==> src/rtl/xspi_os_phy_master.sv <==
// Host-side octal-SPI PHY: drives SCK/CE#/SIO one transaction segment at a time.
// Segments chain under a single CE# assertion until one is flagged last.
`timescale 1ns/1ps
module xspi_os_phy_master #(
  parameter int unsigned CYCLE_COUNT_BITS = 6,
  parameter int unsigned CLKDIV           = 2
) (
  input  logic                        clk_i,
  input  logic                        rst_ni,
  input  logic                        txnstart_i,
  input  logic [CYCLE_COUNT_BITS-1:0] txnbc_i,
  input  logic [1:0]                  txnmode_i,
  input  logic                        txndir_i,
  input  logic                        txnlast_i,
  input  logic [31:0]                 txndata_i,
  output logic                        ready_o,
  output logic                        txndone_o,
  output logic                        txnerr_o,
  output logic [31:0]                 txndata_o,
  output logic                        sck_o,
  output logic                        sce_o,
  output logic [7:0]                  sio_o,
  input  logic [7:0]                  sio_i,
  output logic                        sio_oe_o
);

  localparam int unsigned DIV_W  = (CLKDIV > 1) ? $clog2(CLKDIV) : 1;
  localparam int unsigned BITS_W = CYCLE_COUNT_BITS + 3;
  localparam logic [DIV_W-1:0] DIV_MAX = DIV_W'(CLKDIV - 1);

  typedef enum logic [2:0] {
    S_IDLE, S_LOW, S_HIGH, S_WAIT, S_HOLD, S_DESEL
  } state_e;

  state_e                      state_q, state_d;
  logic [DIV_W-1:0]            div_q, div_d;
  logic [CYCLE_COUNT_BITS-1:0] cyc_q, cyc_d;
  logic [31:0]                 shreg_q, shreg_d;
  logic [31:0]                 rdata_q, rdata_d;
  logic [1:0]                  mode_q, mode_d;
  logic                        dir_q, dir_d, last_q, last_d;
  logic                        sck_q, sck_d, sce_q, sce_d, oe_q, oe_d;
  logic                        done_q, done_d, err_q, err_d, ready_q, ready_d;
  logic [7:0]                  sio_q, sio_d;

  // Data leaves MSB-first; within a cycle the higher bit sits on the higher lane.
  function automatic logic [7:0] lanes_out(input logic [31:0] s, input logic [1:0] m);
    case (m)
      2'd0:    return {7'b0, s[31]};
      2'd1:    return {6'b0, s[31:30]};
      2'd2:    return {4'b0, s[31:28]};
      default: return s[31:24];
    endcase
  endfunction

  // x1 reads arrive on lane 1, the wider modes on lanes [w-1:0].
  function automatic logic [7:0] lanes_in(input logic [7:0] p, input logic [1:0] m);
    case (m)
      2'd0:    return {7'b0, p[1]};
      2'd1:    return {6'b0, p[1:0]};
      2'd2:    return {4'b0, p[3:0]};
      default: return p;
    endcase
  endfunction

  function automatic logic [31:0] shift_lanes(input logic [31:0] s, input logic [1:0] m);
    case (m)
      2'd0:    return {s[30:0], 1'b0};
      2'd1:    return {s[29:0], 2'b0};
      2'd2:    return {s[27:0], 4'b0};
      default: return {s[23:0], 8'b0};
    endcase
  endfunction

  logic              accept, reject;
  logic [BITS_W-1:0] req_bits;
  logic [5:0]        lsh;
  logic [31:0]       load_data, sampled;

  assign accept    = txnstart_i && ((state_q == S_IDLE) || (state_q == S_WAIT));
  assign req_bits  = BITS_W'(txnbc_i) << txnmode_i;
  assign reject    = (txnbc_i == '0) || (req_bits > BITS_W'(32));
  assign lsh       = 6'd32 - req_bits[5:0];
  assign load_data = txndata_i << lsh;
  assign sampled   = shift_lanes(shreg_q, mode_q) | {24'b0, lanes_in(sio_i, mode_q)};

  // NOTE: every _d gets its hold value first so no path through the case leaves a latch.
  always_comb begin
    state_d = state_q;
    div_d   = div_q;
    cyc_d   = cyc_q;
    shreg_d = shreg_q;
    rdata_d = rdata_q;
    mode_d  = mode_q;
    dir_d   = dir_q;
    last_d  = last_q;
    sck_d   = sck_q;
    sce_d   = sce_q;
    oe_d    = oe_q;
    sio_d   = sio_q;
    done_d  = 1'b0;
    err_d   = 1'b0;
    unique case (state_q)
      S_IDLE, S_WAIT: begin
        if (accept && reject) begin
          err_d = 1'b1;
        end else if (accept) begin
          state_d = S_LOW;
          div_d   = DIV_MAX;
          cyc_d   = txnbc_i;
          mode_d  = txnmode_i;
          dir_d   = txndir_i;
          last_d  = txnlast_i;
          sce_d   = 1'b0;
          if (txndir_i) begin
            shreg_d = '0;
            oe_d    = 1'b0;
            sio_d   = '0;
          end else begin
            shreg_d = shift_lanes(load_data, txnmode_i);
            oe_d    = 1'b1;
            sio_d   = lanes_out(load_data, txnmode_i);
          end
        end
      end
      S_LOW: begin
        if (div_q == '0) begin
          state_d = S_HIGH;
          sck_d   = 1'b1;
          div_d   = DIV_MAX;
        end else begin
          div_d = div_q - DIV_W'(1);
        end
      end
      S_HIGH: begin
        if (div_q == '0) begin
          sck_d = 1'b0;
          div_d = DIV_MAX;
          if (dir_q) shreg_d = sampled;
          if (cyc_q == CYCLE_COUNT_BITS'(1)) begin
            done_d  = 1'b1;
            oe_d    = 1'b0;
            sio_d   = '0;
            state_d = last_q ? S_HOLD : S_WAIT;
            if (dir_q) rdata_d = sampled;
          end else begin
            cyc_d   = cyc_q - CYCLE_COUNT_BITS'(1);
            state_d = S_LOW;
            if (!dir_q) begin
              sio_d   = lanes_out(shreg_q, mode_q);
              shreg_d = shift_lanes(shreg_q, mode_q);
            end
          end
        end else begin
          div_d = div_q - DIV_W'(1);
        end
      end
      S_HOLD: begin
        if (div_q == '0) begin
          state_d = S_DESEL;
          sce_d   = 1'b1;
          div_d   = DIV_MAX;
        end else begin
          div_d = div_q - DIV_W'(1);
        end
      end
      default: begin
        if (div_q == '0) state_d = S_IDLE;
        else             div_d   = div_q - DIV_W'(1);
      end
    endcase
    ready_d = (state_d == S_IDLE) || (state_d == S_WAIT);
  end

  // NOTE: state registers use non-blocking assignment so every flop samples pre-edge values.
  always_ff @(posedge clk_i) begin
    if (!rst_ni) begin
      state_q <= S_IDLE;
      div_q   <= '0;
      cyc_q   <= '0;
      shreg_q <= '0;
      rdata_q <= '0;
      mode_q  <= '0;
      dir_q   <= 1'b0;
      last_q  <= 1'b0;
      sck_q   <= 1'b0;
      sce_q   <= 1'b1;
      oe_q    <= 1'b0;
      sio_q   <= '0;
      done_q  <= 1'b0;
      err_q   <= 1'b0;
      ready_q <= 1'b1;
    end else begin
      state_q <= state_d;
      div_q   <= div_d;
      cyc_q   <= cyc_d;
      shreg_q <= shreg_d;
      rdata_q <= rdata_d;
      mode_q  <= mode_d;
      dir_q   <= dir_d;
      last_q  <= last_d;
      sck_q   <= sck_d;
      sce_q   <= sce_d;
      oe_q    <= oe_d;
      sio_q   <= sio_d;
      done_q  <= done_d;
      err_q   <= err_d;
      ready_q <= ready_d;
    end
  end

  assign ready_o   = ready_q;
  assign txndone_o = done_q;
  assign txnerr_o  = err_q;
  assign txndata_o = rdata_q;
  assign sck_o     = sck_q;
  assign sce_o     = sce_q;
  assign sio_o     = sio_q;
  assign sio_oe_o  = oe_q;

endmodule

==> config.mk <==
export PLATFORM = sky130hd
export DESIGN_NAME = xspi_os_phy_master
export DESIGN_NICKNAME = d
export VERILOG_FILES = /design/src/rtl/xspi_os_phy_master.sv
export SDC_FILE = /design/constraint.sdc
export NUM_CORES = 1
export LEC_CHECK = 0
export BUFFER_PORTS_ARGS = -buffer_cell sky130_fd_sc_hd__buf_2
export CAP_MARGIN = 10
export CORE_UTILIZATION = 56
export DETAILED_ROUTE_END_ITERATION = 6
export MAX_ROUTING_LAYER = met4
export PLACE_DENSITY = 0.77
export SLEW_MARGIN = 30
export SYNTH_ARGS = -nofsm -noshare
export SYNTH_HDL_FRONTEND = slang
export SYNTH_SLANG_ARGS = --single-unit
==> constraint.sdc <==
create_clock -name clk_i -period 5.3 [get_ports clk_i]
set_clock_uncertainty 0.2 [all_clocks]
set_input_delay 0.265 -clock clk_i [delete_from_list [all_inputs] [get_ports clk_i]]
set_output_delay 0.265 -clock clk_i [all_outputs]
set_load 0.05 [all_outputs]
==> flow_results.xml, run 1 <==
<?xml version="1.0" encoding="UTF-8"?>
<metrics>
  <group name="run_status">
    <metric name="status" unit="">finished clean</metric>
  </group>
  <group name="drt">
    <metric name="avgViaCountPerCell" unit="">6.946</metric>
    <metric name="remaining_drc_errors" unit="">0</metric>
    <metric name="post_drt_wl_per_cell" unit="µm">22.20</metric>
    <metric name="detail_route.wirelength" unit="µm">29010</metric>
    <metric name="detail_route.iter0.violations" unit="">1243</metric>
    <metric name="via_count" unit="">9079</metric>
    <metric name="number_of_detailed_route_iterations_in_the_first_pass" unit="">6</metric>
    <metric name="antenna_violating_nets_post_route" unit="">0</metric>
  </group>
  <group name="sta">
    <metric name="count_of_endpoints_failing_hold_in_the_final_timing_report" unit="">0</metric>
    <metric name="final_worst_setup_slack" unit="ns">1.375</metric>
    <metric name="maxClockFrequency" unit="GHz">0.2547</metric>
    <metric name="rsz0062_at_grt" unit="">no</metric>
    <metric name="final_max_slew_viol_count" unit="">0</metric>
    <metric name="final_period_demand_of_the_worst_path" unit="ns">3.925</metric>
    <metric name="slew_worst_pin" unit="ns">0.9061</metric>
    <metric name="slew_headroom" unit="%">39.32</metric>
    <metric name="post-route-period-util" unit="%">74.07</metric>
    <metric name="fin_tns_setup" unit="ns">0</metric>
    <metric name="finalSetupViolCount" unit="">0</metric>
  </group>
  <group name="cts">
    <metric name="ctsRootBufferMaster" unit="">clkbuf_16</metric>
    <metric name="ctsHtreeMaxLevel" unit="">3</metric>
    <metric name="clk_transition_reported_paths" unit="ns">0.07</metric>
    <metric name="hold_buf_cts" unit="">2</metric>
    <metric name="ctsResizeCount" unit="">0</metric>
    <metric name="tritoncts" unit="">yes</metric>
    <metric name="number_of_buffers_inserted_during_clock_tree_synthesis" unit="">9</metric>
    <metric name="cts_sinks" unit="">92</metric>
    <metric name="clkLatencyLatePin" unit="ns">0.35</metric>
    <metric name="cts_post_setup_buffers_inserted" unit="">0</metric>
    <metric name="clockBufferDepth" unit="">2</metric>
  </group>
  <group name="global_route">
    <metric name="largest_net_degree_at_the_start_of_global_routing" unit="">58</metric>
    <metric name="global_route.overflow_total" unit="">0</metric>
    <metric name="grt_antenna_before_repair" unit="">0</metric>
    <metric name="number_of_global_route_vias_before_repair" unit="">7811</metric>
    <metric name="grtUsageTotal" unit="%">40.07</metric>
    <metric name="first_pass_grt_wire_length" unit="µm">44860</metric>
  </group>
  <group name="power_and_ir_drop">
    <metric name="worst_ir_drop_on_vdd" unit="µV">193.7</metric>
    <metric name="netSwitchingPower" unit="mW">0.9508</metric>
    <metric name="power_leakage" unit="nW">3.459</metric>
    <metric name="clock_power_share" unit="%">28.8</metric>
    <metric name="power.internal" unit="mW">1.434</metric>
    <metric name="total_power" unit="mW">2.385</metric>
    <metric name="switching_share" unit="%">39.87</metric>
    <metric name="power_frac_seq" unit="%">33.5</metric>
    <metric name="power_frac_comb" unit="%">37.7</metric>
    <metric name="power.density" unit="mW/mm²">264.2</metric>
  </group>
  <group name="floorplanning">
    <metric name="num_io_pins" unit="">99</metric>
    <metric name="std_cell_rows" unit="">43</metric>
    <metric name="dieArea" unit="mm²">0.01506</metric>
    <metric name="die_y" unit="µm">122.7</metric>
    <metric name="die-width" unit="µm">122.7</metric>
    <metric name="core-area" unit="mm²">0.01404</metric>
    <metric name="start_util" unit="%">58.13</metric>
  </group>
  <group name="critical_path">
    <metric name="worstSetupPathDepth" unit="">13</metric>
    <metric name="timing.critical_path.arrival" unit="ns">4.02</metric>
    <metric name="critical_path.n_buffers_inverters" unit="">2</metric>
    <metric name="crit_path_start" unit="">txnmode_i[1]</metric>
    <metric name="cp_slowest_stage_delay" unit="ns">0.62</metric>
    <metric name="crit_path_end" unit="">sio_o[0]</metric>
    <metric name="cp-end-kind" unit="">flop</metric>
    <metric name="r2r_start" unit="">state_q[0]</metric>
    <metric name="required" unit="ns">5.40</metric>
    <metric name="regToRegSetupSlack" unit="ns">1.88</metric>
    <metric name="crit_path_slowest_cell" unit="">mux4_2</metric>
    <metric name="path_delay_family" unit="">compound AO/OA/AOI/OAI gates</metric>
    <metric name="critPathLaunchType" unit="">input port</metric>
    <metric name="regToRegEndpoint" unit="">shreg_q[31]</metric>
    <metric name="path_cells" unit="">buf_2 &gt; nor3b_2 &gt; inv_1 &gt; ha_1 &gt; nor2b_1 &gt; a22o_1 &gt; nor2_8 &gt; mux4_2 &gt; mux2i_1 &gt; a32o_1 &gt; nor2_1 &gt; o21ai_0 &gt; a31o_1</metric>
    <metric name="timing.setup.critical_path_class" unit="">input port to flop</metric>
    <metric name="path_max_fanout" unit="">26</metric>
    <metric name="worst-r2r-cell-count" unit="">8</metric>
  </group>
  <group name="yosys">
    <metric name="syn_nets" unit="">1137</metric>
    <metric name="synth.yosys.warnings" unit="">0</metric>
    <metric name="synth-adder-area-share" unit="%">0.4598</metric>
    <metric name="synth.cell_area" unit="mm²">0.008163</metric>
    <metric name="ys_dominant_reg_cell" unit="">dfxtp_1</metric>
    <metric name="synthArstFlopShare" unit="%">0</metric>
    <metric name="ff_latch_count_synth" unit="">92</metric>
    <metric name="syn-mean-instance-area" unit="µm²">7.551</metric>
    <metric name="syn_inst" unit="">1081</metric>
    <metric name="synth_mux_area_share" unit="%">18.03</metric>
    <metric name="synth-edff-count" unit="">0</metric>
    <metric name="synth_compound_gate_area_share" unit="%">30.26</metric>
    <metric name="synth.yosys.seq_area_share" unit="%">22.56</metric>
    <metric name="synth-xor-area-share" unit="%">0.2146</metric>
    <metric name="ys_types" unit="">85</metric>
    <metric name="synth_simple_gate_area_share" unit="%">21.90</metric>
    <metric name="synth_top_family_by_area" unit="">compound AO/OA/AOI/OAI gates</metric>
  </group>
  <group name="worst_hold_path">
    <metric name="hp-class" unit="">input port to flop</metric>
  </group>
  <group name="place">
    <metric name="gpl.final_weighted_congestion" unit="">1.068</metric>
    <metric name="io_buffer_count" unit="">98</metric>
    <metric name="placement.setup.worst_slack" unit="ns">1.127</metric>
    <metric name="placed_area" unit="mm²">0.008690</metric>
    <metric name="hpwl_after_dpl" unit="µm">21720</metric>
  </group>
  <group name="final_layout">
    <metric name="area_growth" unit="%">10.56</metric>
    <metric name="final_design_area_no_fill" unit="mm²">0.009025</metric>
    <metric name="antenna_cells" unit="">0</metric>
    <metric name="layout.core_utilization" unit="%">64.27</metric>
    <metric name="drive_gt1_share" unit="%">20.23</metric>
    <metric name="final_net_count" unit="">1178</metric>
  </group>
  <group name="run">
    <metric name="max_cap_viols" unit="">0</metric>
  </group>
</metrics>
area by class of cell:
class	count	area, µm²
Fill cell	1307	5017
Multi-Input combinational cell	863	5797
Clock inverter	5	67.56
Sequential cell	92	1844
Tap cell	180	225.2
Timing Repair Buffer	134	765.7
Clock buffer	11	242.7
Inverter	22	82.58
cell usage after synthesis, types with 4 or more instances:
cell type	n	area share, %
a311oi_1	7	0.75
a22oi_1	8	0.74
a21oi_1	88	5.4
inv_1	19	0.87
o211ai_1	23	2.1
nand4_1	9	0.69
a21o_1	4	0.37
nor4_1	6	0.46
a22o_1	5	0.54
a32oi_1	18	1.9
o221a_2	4	0.55
o21ai_1	4	0.25
a221oi_1	9	0.97
nand2_1	169	7.8
or2_2	5	0.38
mux2i_1	53	6.5
nor2_1	97	4.5
a211oi_1	28	2.6
nor3_1	28	1.7
nor4bb_1	4	0.49
nand2b_1	11	0.84
nor2b_1	4	0.31
clkbuf_1	70	3.2
a2111oi_0	4	0.43
o21ai_0	68	4.2
a211o_1	4	0.43
o22ai_1	14	1.1
buf_4	8	0.74
and3_1	9	0.69
mux4_2	35	9.7
buf_2	15	0.92
o221ai_1	7	0.75
dfxtp_1	92	23
a31oi_1	19	1.5
and2_1	5	0.38
buf_1	9	0.41
mux2_2	11	1.5
nand3_1	33	2.0
kinds of logic (layout without fill, tap and decap cells):
kind of cell / after synthesis / after routing
simple gates: 397 / 397
compound gates: 360 / 360
buf+inv: 126 / 172
mux: 101 / 101
flops: 92 / 92
fa+ha+maj: 3 / 3
xor+xnor: 2 / 2
worst min path at each step:
stage | start | end | slack [ns] | depth (start not counted)
finish | sio_i[6] | txndata_o[6] | 0.11 | 5
global route | txnstart_i | txnerr_o | 0.15 | 3
CTS | sio_i[6] | txndata_o[6] | 0.11 | 5
detailed placement | txndata_o[1] | txndata_o[1] | 0.24 | 2
global placement | txndata_o[20] | txndata_o[20] | 0.24 | 2
floorplan | txnlast_i | last_q | 0.20 | 2
cells in the final DEF (no fill, tap or decap), types with 4 or more instances in the layout:
cell type  count
buf_2         98
o221ai_1       7
clkbuf_16      9
mux2i_1       53
a22o_1         5
mux4_2        35
dfxtp_1       90
o221a_2        4
a311oi_1       7
a32oi_1       18
nand4_1        9
a211oi_1      28
a21o_1         4
a2111oi_0      4
nor4bb_1       4
a211o_1        4
nor2_1        97
nand3_1       32
nor4_1         6
a22oi_1        8
and3_1         9
o211ai_1      23
o21ai_1        4
a21oi_1       88
nor3_1        28
nand2_1      169
a221oi_1       9
and2_1         5
o21ai_0       68
inv_1         19
mux2_2        11
or2_2          5
a31oi_1       19
buf_4         34
nand2b_1      11
o22ai_1       14
through the flow:
stage,hold WS [ns],instances
after floorplan,0.2010,1081
after detailed placement,0.2412,1289
after CTS,0.1070,1307
after global routing,0.1528,1307
final,0.1076,1307
after global placement,0.2354,1289
power by group through the flow:
| stage | registers [mW] | clock network, mW | logic, mW |
|---|---|---|---|
| 2_1_floorplan | 0.815 | 0 | 0.602 |
| 3_3_place_gp | 0.809 | 0 | 0.867 |
| 3_5_place_dp | 0.809 | 0 | 0.867 |
| 4_1_cts | 0.793 | 0.689 | 0.873 |
| 5_1_grt | 0.801 | 0.718 | 0.958 |
| 6_report | 0.799 | 0.686 | 0.900 |
registers in the layout, summed over array words and instances (netlist names):
signal	cells
cyc_q	6
dir_q	1
div_q	1
last_q	1
mode_q	2
ready_o	1
sce_o	1
sck_o	1
shreg_q	32
sio_o	8
sio_oe_o	1
state_q	3
txndata_o	32
txndone_o	1
txnerr_o	1
worst min-delay path, cell delays in order:
cell     delay, ns
buf_2         0.10
nand3_1       0.07
nand2_1       0.07
nand2_1       0.06
a21oi_1       0.05
routing by layer:
layer  part of all wire [%]  track usage, %  vias to the layer above
met2                     43           56.85                      587
li1                       -               -                     4171
met4                    3.4           14.25                        0
met3                     10           7.435                       76
met1                     43           56.30                     4245
met5                      0               -                        -
(Power assumes the default switching activity.)
==> run 2, diff against run 1 <==
ABC_AREA = 1   (was not set)
clock period = 3.8 ns   (was 5.3 ns; I/O delays follow)
==> run 2 against run 1 <==
  * Flip-flop and latch count is the same
  * Register-to-register slack lost 0.93 ns
  * Largest cell class unchanged
  * Highest routed layer unchanged
  * Via count grew 9.1%
  * Clock-buffer cell count is the same
  * Critical path type unchanged
  * Combinational power grew to 2.8 times the previous value
==> flow_results.xml, run 2 <==
<?xml version="1.0" encoding="UTF-8"?>
<metrics>
  <group name="sta">
    <metric name="final_max_slew_viol_count" unit="">0</metric>
    <metric name="count_of_endpoints_failing_hold_in_the_final_timing_report" unit="">0</metric>
    <metric name="slew_headroom" unit="%">49.86</metric>
    <metric name="rsz0062_at_grt" unit="">no</metric>
    <metric name="post-route-period-util" unit="%">75.77</metric>
    <metric name="maxClockFrequency" unit="GHz">0.3473</metric>
    <metric name="fin_tns_setup" unit="ns">0</metric>
    <metric name="final_period_demand_of_the_worst_path" unit="ns">2.879</metric>
    <metric name="slew_worst_pin" unit="ns">0.7512</metric>
    <metric name="finalSetupViolCount" unit="">0</metric>
  </group>
  <group name="yosys">
    <metric name="synth.yosys.warnings" unit="">0</metric>
    <metric name="synth-edff-count" unit="">0</metric>
    <metric name="synth.yosys.seq_area_share" unit="%">23.22</metric>
    <metric name="synth.cell_area" unit="mm²">0.007931</metric>
    <metric name="syn_nets" unit="">1462</metric>
    <metric name="post_synth_main_area_contributors" unit="">dfxtp_1 23%, nand2_1 19%, nand3_1 9.8%</metric>
    <metric name="synth_top_area_share" unit="%">23.22</metric>
    <metric name="syn_inst" unit="">1406</metric>
    <metric name="synth.most_common_cell" unit="">nand2_1</metric>
    <metric name="ys_types" unit="">45</metric>
    <metric name="synthDominantAreaCellType" unit="">dfxtp_1</metric>
    <metric name="synthArstFlopShare" unit="%">0</metric>
    <metric name="syn-mean-instance-area" unit="µm²">5.641</metric>
    <metric name="ff_latch_count_synth" unit="">92</metric>
    <metric name="synth_top_cells_by_count" unit="">408 x nand2_1, 155 x nand3_1, 144 x a21oi_1, 144 x o21ai_0, 111 x inv_1</metric>
    <metric name="ys_dominant_reg_cell" unit="">dfxtp_1</metric>
  </group>
  <group name="run">
    <metric name="max_cap_viols" unit="">0</metric>
  </group>
  <group name="drt">
    <metric name="detail_route.iter0.violations" unit="">1127</metric>
    <metric name="post_drt_wl_per_cell" unit="µm">16.43</metric>
    <metric name="detail_route.wirelength" unit="µm">26980</metric>
    <metric name="avgViaCountPerCell" unit="">6.033</metric>
    <metric name="remaining_drc_errors" unit="">0</metric>
    <metric name="via_count" unit="">9907</metric>
    <metric name="antenna_violating_nets_post_route" unit="">0</metric>
    <metric name="number_of_detailed_route_iterations_in_the_first_pass" unit="">6</metric>
  </group>
  <group name="cts">
    <metric name="clkLatencyLatePin" unit="ns">0.36</metric>
    <metric name="cts_sinks" unit="">92</metric>
    <metric name="clk_transition_reported_paths" unit="ns">0.07</metric>
    <metric name="number_of_buffers_inserted_during_clock_tree_synthesis" unit="">9</metric>
    <metric name="cts_post_setup_buffers_inserted" unit="">0</metric>
    <metric name="ctsRootBufferMaster" unit="">clkbuf_16</metric>
    <metric name="clockBufferDepth" unit="">2</metric>
    <metric name="ctsHtreeMaxLevel" unit="">3</metric>
    <metric name="tritoncts" unit="">yes</metric>
  </group>
  <group name="floorplanning">
    <metric name="std_cell_rows" unit="">43</metric>
    <metric name="num_io_pins" unit="">99</metric>
    <metric name="dieArea" unit="mm²">0.01464</metric>
    <metric name="core-area" unit="mm²">0.01383</metric>
    <metric name="die_y" unit="µm">121.0</metric>
    <metric name="die-width" unit="µm">121.0</metric>
    <metric name="start_util" unit="%">57.36</metric>
  </group>
  <group name="critical_path">
    <metric name="required" unit="ns">3.85</metric>
    <metric name="regToRegSetupSlack" unit="ns">0.95</metric>
    <metric name="cp-end-kind" unit="">flop</metric>
    <metric name="timing.setup.critical_path_class" unit="">input port to flop</metric>
    <metric name="critPathLaunchType" unit="">input port</metric>
    <metric name="timing.critical_path.arrival" unit="ns">2.93</metric>
    <metric name="path_max_fanout" unit="">20</metric>
  </group>
  <group name="worst_hold_path">
    <metric name="hp-class" unit="">input port to flop</metric>
  </group>
  <group name="power_and_ir_drop">
    <metric name="switching_share" unit="%">50.61</metric>
    <metric name="power_leakage" unit="nW">4.125</metric>
    <metric name="clock_power_share" unit="%">19.6</metric>
    <metric name="power_frac_seq" unit="%">29.3</metric>
    <metric name="power_frac_comb" unit="%">51.1</metric>
    <metric name="power.density" unit="mW/mm²">561.2</metric>
    <metric name="power.internal" unit="mW">2.447</metric>
    <metric name="netSwitchingPower" unit="mW">2.508</metric>
    <metric name="worst_ir_drop_on_vdd" unit="µV">288.4</metric>
  </group>
  <group name="final_layout">
    <metric name="layout.core_utilization" unit="%">63.84</metric>
    <metric name="area_growth" unit="%">11.30</metric>
    <metric name="antenna_cells" unit="">0</metric>
    <metric name="mostFrequentLayoutCells" unit="">408 x nand2_1, 155 x nand3_1, 144 x o21ai_0, 144 x a21oi_1, 111 x inv_1</metric>
    <metric name="final-instance-count-excl-fill" unit="">1642</metric>
    <metric name="final_design_area_no_fill" unit="mm²">0.008827</metric>
    <metric name="final_net_count" unit="">1513</metric>
    <metric name="layout.cells.most_common" unit="">nand2_1</metric>
    <metric name="drive_gt1_share" unit="%">12.38</metric>
  </group>
  <group name="global_route">
    <metric name="number_of_global_route_vias_before_repair" unit="">8755</metric>
    <metric name="global_route.overflow_total" unit="">0</metric>
    <metric name="largest_net_degree_at_the_start_of_global_routing" unit="">73</metric>
    <metric name="grt_antenna_before_repair" unit="">0</metric>
    <metric name="grtUsageTotal" unit="%">38.13</metric>
    <metric name="first_pass_grt_wire_length" unit="µm">43440</metric>
  </group>
  <group name="place">
    <metric name="place_inst" unit="">1620</metric>
    <metric name="gpl.final_weighted_congestion" unit="">1.019</metric>
    <metric name="hpwl_after_dpl" unit="µm">19810</metric>
    <metric name="io_buffer_count" unit="">98</metric>
    <metric name="placed_area" unit="mm²">0.008456</metric>
  </group>
  <group name="run_status">
    <metric name="status" unit="">finished clean</metric>
  </group>
</metrics>
## run 2: per-layer routing
metal,share of wire (%),routed length (µm),track usage (%)
met3,9.4,2537,7.613
met2,44,11900,58.43
met1,44,11810,49.81
met4,2.7,733,13.27
met5,0,0,-
## run 2: metrics by stage
stage	setup WS [ns]	hold slack, ns	power (mW)
2_1_floorplan	1.175	0.1249	3.195
3_3_place_gp	0.6712	0.2293	3.863
3_5_place_dp	0.6272	0.2484	3.876
4_1_cts	1.008	0.005665	4.853
5_1_grt	0.5824	0.03221	5.251
6_report	0.9209	0.008930	4.954
## run 2: cell type report
type	count	area (µm²)
Fill cell	1375	5000
Timing Repair Buffer	132	760.7
Inverter	123	461.7
Clock buffer	11	252.7
Sequential cell	92	1842
Clock inverter	5	58.81
Multi-Input combinational cell	1099	5226
Tap cell	180	225.2
## run 2: cell families (layout without fill, tap and decap cells)
logic type                 count (synthesis)  in the layout  synth area share, %
xor gates and xnor gates                   1              1               0.1104
and+or+nand+nor                          689            689                36.58
adders and majority gates                  3              3               0.4733
DFF                                       92             92                23.22
AOI/OAI and AO/OA                        406            406                28.60
buffers and inverters                    215            271                11.01
## run 2: path summary, 6_finish.rpt
path | depth (start not counted) | to | startpoint
setup reg to reg | 8 | shreg_q[8] | mode_q[1]
hold / removal | 5 | txndata_o[0] | sio_i[0]
setup / recovery | 19 | shreg_q[26] | txnmode_i[0]
hold reg to reg | 2 | sck_o | sck_o
## run 2: timing repair
action	4_1_cts	5_1_grt
hold endpoints to repair	7	0
hold buffers	6	0
gates resized for setup	0	0
endpoints found under the setup margin	0	0
## run 2: worst max-delay path: stages
cell,delay (ns)
buf_2,0.20
inv_2,0.23
nand2_1,0.08
nand2_1,0.08
nand2_1,0.07
ha_1,0.31
inv_1,0.28
buf_4,0.30
nand3_1,0.10
o21ai_0,0.13
nand2_1,0.08
nand3_1,0.11
nand2_1,0.10
nand2_1,0.10
nand2_1,0.09
nand2_1,0.07
nand2_1,0.05
o21ai_1,0.24
a21oi_1,0.09
## run 2: power by group through the flow
stage / clock (mW) / combinational, mW / sequential [mW]
global placement: 0 / 2.42 / 1.44
detailed placement: 0 / 2.43 / 1.44
CTS: 0.972 / 2.45 / 1.43
global route: 1.01 / 2.78 / 1.46
floorplan: 0 / 1.70 / 1.50
finish: 0.971 / 2.53 / 1.45
==> run 3, diff against run 2 <==
ABC_AREA = 0   (was 1)
clock period = 2.9 ns   (was 3.8 ns; I/O delays follow)
==> run 3 against run 2 <==
  * Non-clock buffer count increased by 168
  * Critical path type unchanged
  * Die area is 2.9% higher
  * Sequential power is essentially flat
  * Critical path depth decreased by 5
  * Sequential share of layout area down 3.7 points
  * Clock-buffer cell count decreased by 2
  * Clock power increased by 27%
  * Wire length rose by 16%
  * Largest cell class unchanged
  * Cell count is 10% lower
  * Power shrank 1.2%
  * Combinational power shrank 12%
==> flow_results.xml, run 3 (synthesis results as in run 1) <==
<?xml version="1.0" encoding="UTF-8"?>
<metrics>
  <group name="floorplanning">
    <metric name="start_util" unit="%">58.13</metric>
    <metric name="die_y" unit="µm">122.7</metric>
    <metric name="std_cell_rows" unit="">43</metric>
    <metric name="num_io_pins" unit="">99</metric>
    <metric name="dieArea" unit="mm²">0.01506</metric>
    <metric name="core-area" unit="mm²">0.01404</metric>
    <metric name="die-width" unit="µm">122.7</metric>
  </group>
  <group name="sta">
    <metric name="rsz0062_at_grt" unit="">yes</metric>
    <metric name="count_of_endpoints_failing_hold_in_the_final_timing_report" unit="">0</metric>
    <metric name="maxClockFrequency" unit="GHz">0.3490</metric>
    <metric name="slew_headroom" unit="%">57.55</metric>
    <metric name="final_period_demand_of_the_worst_path" unit="ns">2.865</metric>
    <metric name="post-route-period-util" unit="%">98.81</metric>
    <metric name="fin_tns_setup" unit="ns">0</metric>
    <metric name="finalSetupViolCount" unit="">0</metric>
    <metric name="final_max_slew_viol_count" unit="">0</metric>
    <metric name="slew_worst_pin" unit="ns">0.6367</metric>
  </group>
  <group name="global_route">
    <metric name="first_pass_grt_wire_length" unit="µm">48630</metric>
    <metric name="grt_antenna_before_repair" unit="">0</metric>
    <metric name="largest_net_degree_at_the_start_of_global_routing" unit="">54</metric>
    <metric name="number_of_global_route_vias_before_repair" unit="">9034</metric>
    <metric name="grtUsageTotal" unit="%">43.29</metric>
    <metric name="global_route.overflow_total" unit="">0</metric>
  </group>
  <group name="place">
    <metric name="hpwl_after_dpl" unit="µm">23280</metric>
    <metric name="io_buffer_count" unit="">98</metric>
    <metric name="gpl.final_weighted_congestion" unit="">1.023</metric>
    <metric name="place_inst" unit="">1440</metric>
  </group>
  <group name="drt">
    <metric name="number_of_detailed_route_iterations_in_the_first_pass" unit="">7</metric>
    <metric name="post_drt_wl_per_cell" unit="µm">21.32</metric>
    <metric name="remaining_drc_errors" unit="">0</metric>
    <metric name="via_count" unit="">9975</metric>
    <metric name="detail_route.iter0.violations" unit="">1259</metric>
    <metric name="antenna_violating_nets_post_route" unit="">0</metric>
    <metric name="avgViaCountPerCell" unit="">6.776</metric>
    <metric name="detail_route.wirelength" unit="µm">31380</metric>
  </group>
  <group name="critical_path">
    <metric name="cp_slowest_stage_delay" unit="ns">0.55</metric>
    <metric name="timing.critical_path.arrival" unit="ns">2.94</metric>
    <metric name="critPathLaunchType" unit="">input port</metric>
    <metric name="required" unit="ns">2.98</metric>
    <metric name="path_cells" unit="">buf_8 &gt; nand2b_4 &gt; a21o_1 &gt; ha_4 &gt; nor2b_4 &gt; a22o_4 &gt; nor2_8 &gt; buf_12 &gt; mux4_2 &gt; mux2_4 &gt; o22ai_4 &gt; or2b_1 &gt; o2111ai_2 &gt; a21oi_1</metric>
    <metric name="cp-end-kind" unit="">flop</metric>
    <metric name="worst-r2r-cell-count" unit="">10</metric>
    <metric name="crit_path_slowest_cell" unit="">mux4_2</metric>
    <metric name="timing.setup.critical_path_class" unit="">input port to flop</metric>
    <metric name="path_max_fanout" unit="">5</metric>
  </group>
  <group name="final_layout">
    <metric name="n_fill_cell" unit="">1088</metric>
    <metric name="area_growth" unit="%">31.25</metric>
    <metric name="layout.cells.most_common" unit="">buf_4</metric>
    <metric name="final-instance-count-excl-fill" unit="">1472</metric>
    <metric name="mostFrequentLayoutCells" unit="">187 x buf_4, 166 x nand2_1, 96 x nor2_1</metric>
    <metric name="antenna_cells" unit="">0</metric>
    <metric name="final_net_count" unit="">1344</metric>
    <metric name="drive_gt1_share" unit="%">34.21</metric>
  </group>
  <group name="cts">
    <metric name="ctsRootBufferMaster" unit="">clkbuf_16</metric>
    <metric name="clkLatencyLatePin" unit="ns">0.36</metric>
    <metric name="number_of_buffers_inserted_during_clock_tree_synthesis" unit="">9</metric>
    <metric name="ctsHtreeMaxLevel" unit="">3</metric>
    <metric name="clk_transition_reported_paths" unit="ns">0.07</metric>
    <metric name="cts_sinks" unit="">92</metric>
    <metric name="tritoncts" unit="">yes</metric>
    <metric name="clockBufferDepth" unit="">2</metric>
  </group>
  <group name="power_and_ir_drop">
    <metric name="worst_ir_drop_on_vdd" unit="µV">288.5</metric>
    <metric name="power_leakage" unit="nW">4.367</metric>
    <metric name="power.density" unit="mW/mm²">457.0</metric>
  </group>
  <group name="run">
    <metric name="max_cap_viols" unit="">0</metric>
  </group>
  <group name="worst_hold_path">
    <metric name="hp-class" unit="">input port to flop</metric>
    <metric name="hold-path-cell-count" unit="">4</metric>
  </group>
  <group name="run_status">
    <metric name="status" unit="">finished clean</metric>
  </group>
</metrics>
[run 3: changes by cell type in the layout (fill, tap and decap cells not counted), sizes merged, moves of 54 or more]
cell / delta
a21oi: -61
buf: +169
inv: -97
mux2i: +54
nand2: -250
nand3: -123
o21ai: -93
[run 3: through the flow]
step	instance area, µm²	power (mW)	setup WS (ns)	hold slack, ns	utilization [%]
floorplan	8387	2.663	-0.6425	0.08097	-
global placement	9990	3.426	-0.4249	0.1878	71.14
detailed placement	9990	3.447	-0.4270	0.1921	71.14
CTS	10410	4.688	0.006823	0.02850	74.12
global route	10710	5.063	-0.05224	0.07064	76.30
finish	10710	4.896	0.03454	0.02799	76.30
[run 3: final timing paths]
check | startpoint | end | slack (ns)
max reg2reg | cyc_q[1] | shreg_q[18] | 0.16
min | sio_i[1] | txndata_o[1] | 0.03
min reg2reg | txndata_o[25] | txndata_o[25] | 0.25
max | txnmode_i[0] | shreg_q[31] | 0.03
[run 3: critical path: cells and delay by family]
kind                       cells  cell delay (ns)
AOI/OAI and AO/OA              5             0.89
muxes                          2             0.86
and+or+nand+nor                4             0.61
buffers and inverters          2             0.25
adders and majority gates      1             0.18
[run 3: area by class of cell]
| class | count | area [µm²] | share of cell area [%] |
|---|---|---|---|
| multi-input cells | 863 | 6147 | 57.37 |
| inverters | 22 | 86.33 | 0.8058 |
| clock buffers | 9 | 225.2 | 2.102 |
| clock inverters | 6 | 71.32 | 0.6657 |
| flip-flops and latches | 92 | 1844 | 17.21 |
| repair buffers | 300 | 2115 | 19.74 |
| well taps | 180 | 225.2 | 2.102 |
[run 3: routing by layer]
layer | up-vias | wire length [µm] | track usage (%)
li1 | 4497 | - | -
met1 | 4604 | 12540 | 57.04
met2 | 729 | 13670 | 63.45
met3 | 145 | 3853 | 11.62
met4 | 0 | 1321 | 15.24
met5 | - | 0 | -
[run 3: report_power, final]
group / total [mW] / switching [mW] / internal [mW]
Sequential: 1.45 / 0.109 / 1.34
Combinational: 2.22 / 1.26 / 0.964
Clock: 1.23 / 0.551 / 0.675
Total: 4.90 / 1.92 / 2.98
[run 3: what timing repair did]
item	in CTS	in global routing
endpoints found under the setup margin	17	33
pin swaps	3	17
cloned	0	0
buffers inserted	5	7
resized for setup	7	54
hold buffers	5	0
endpoints found under the hold margin	5	0
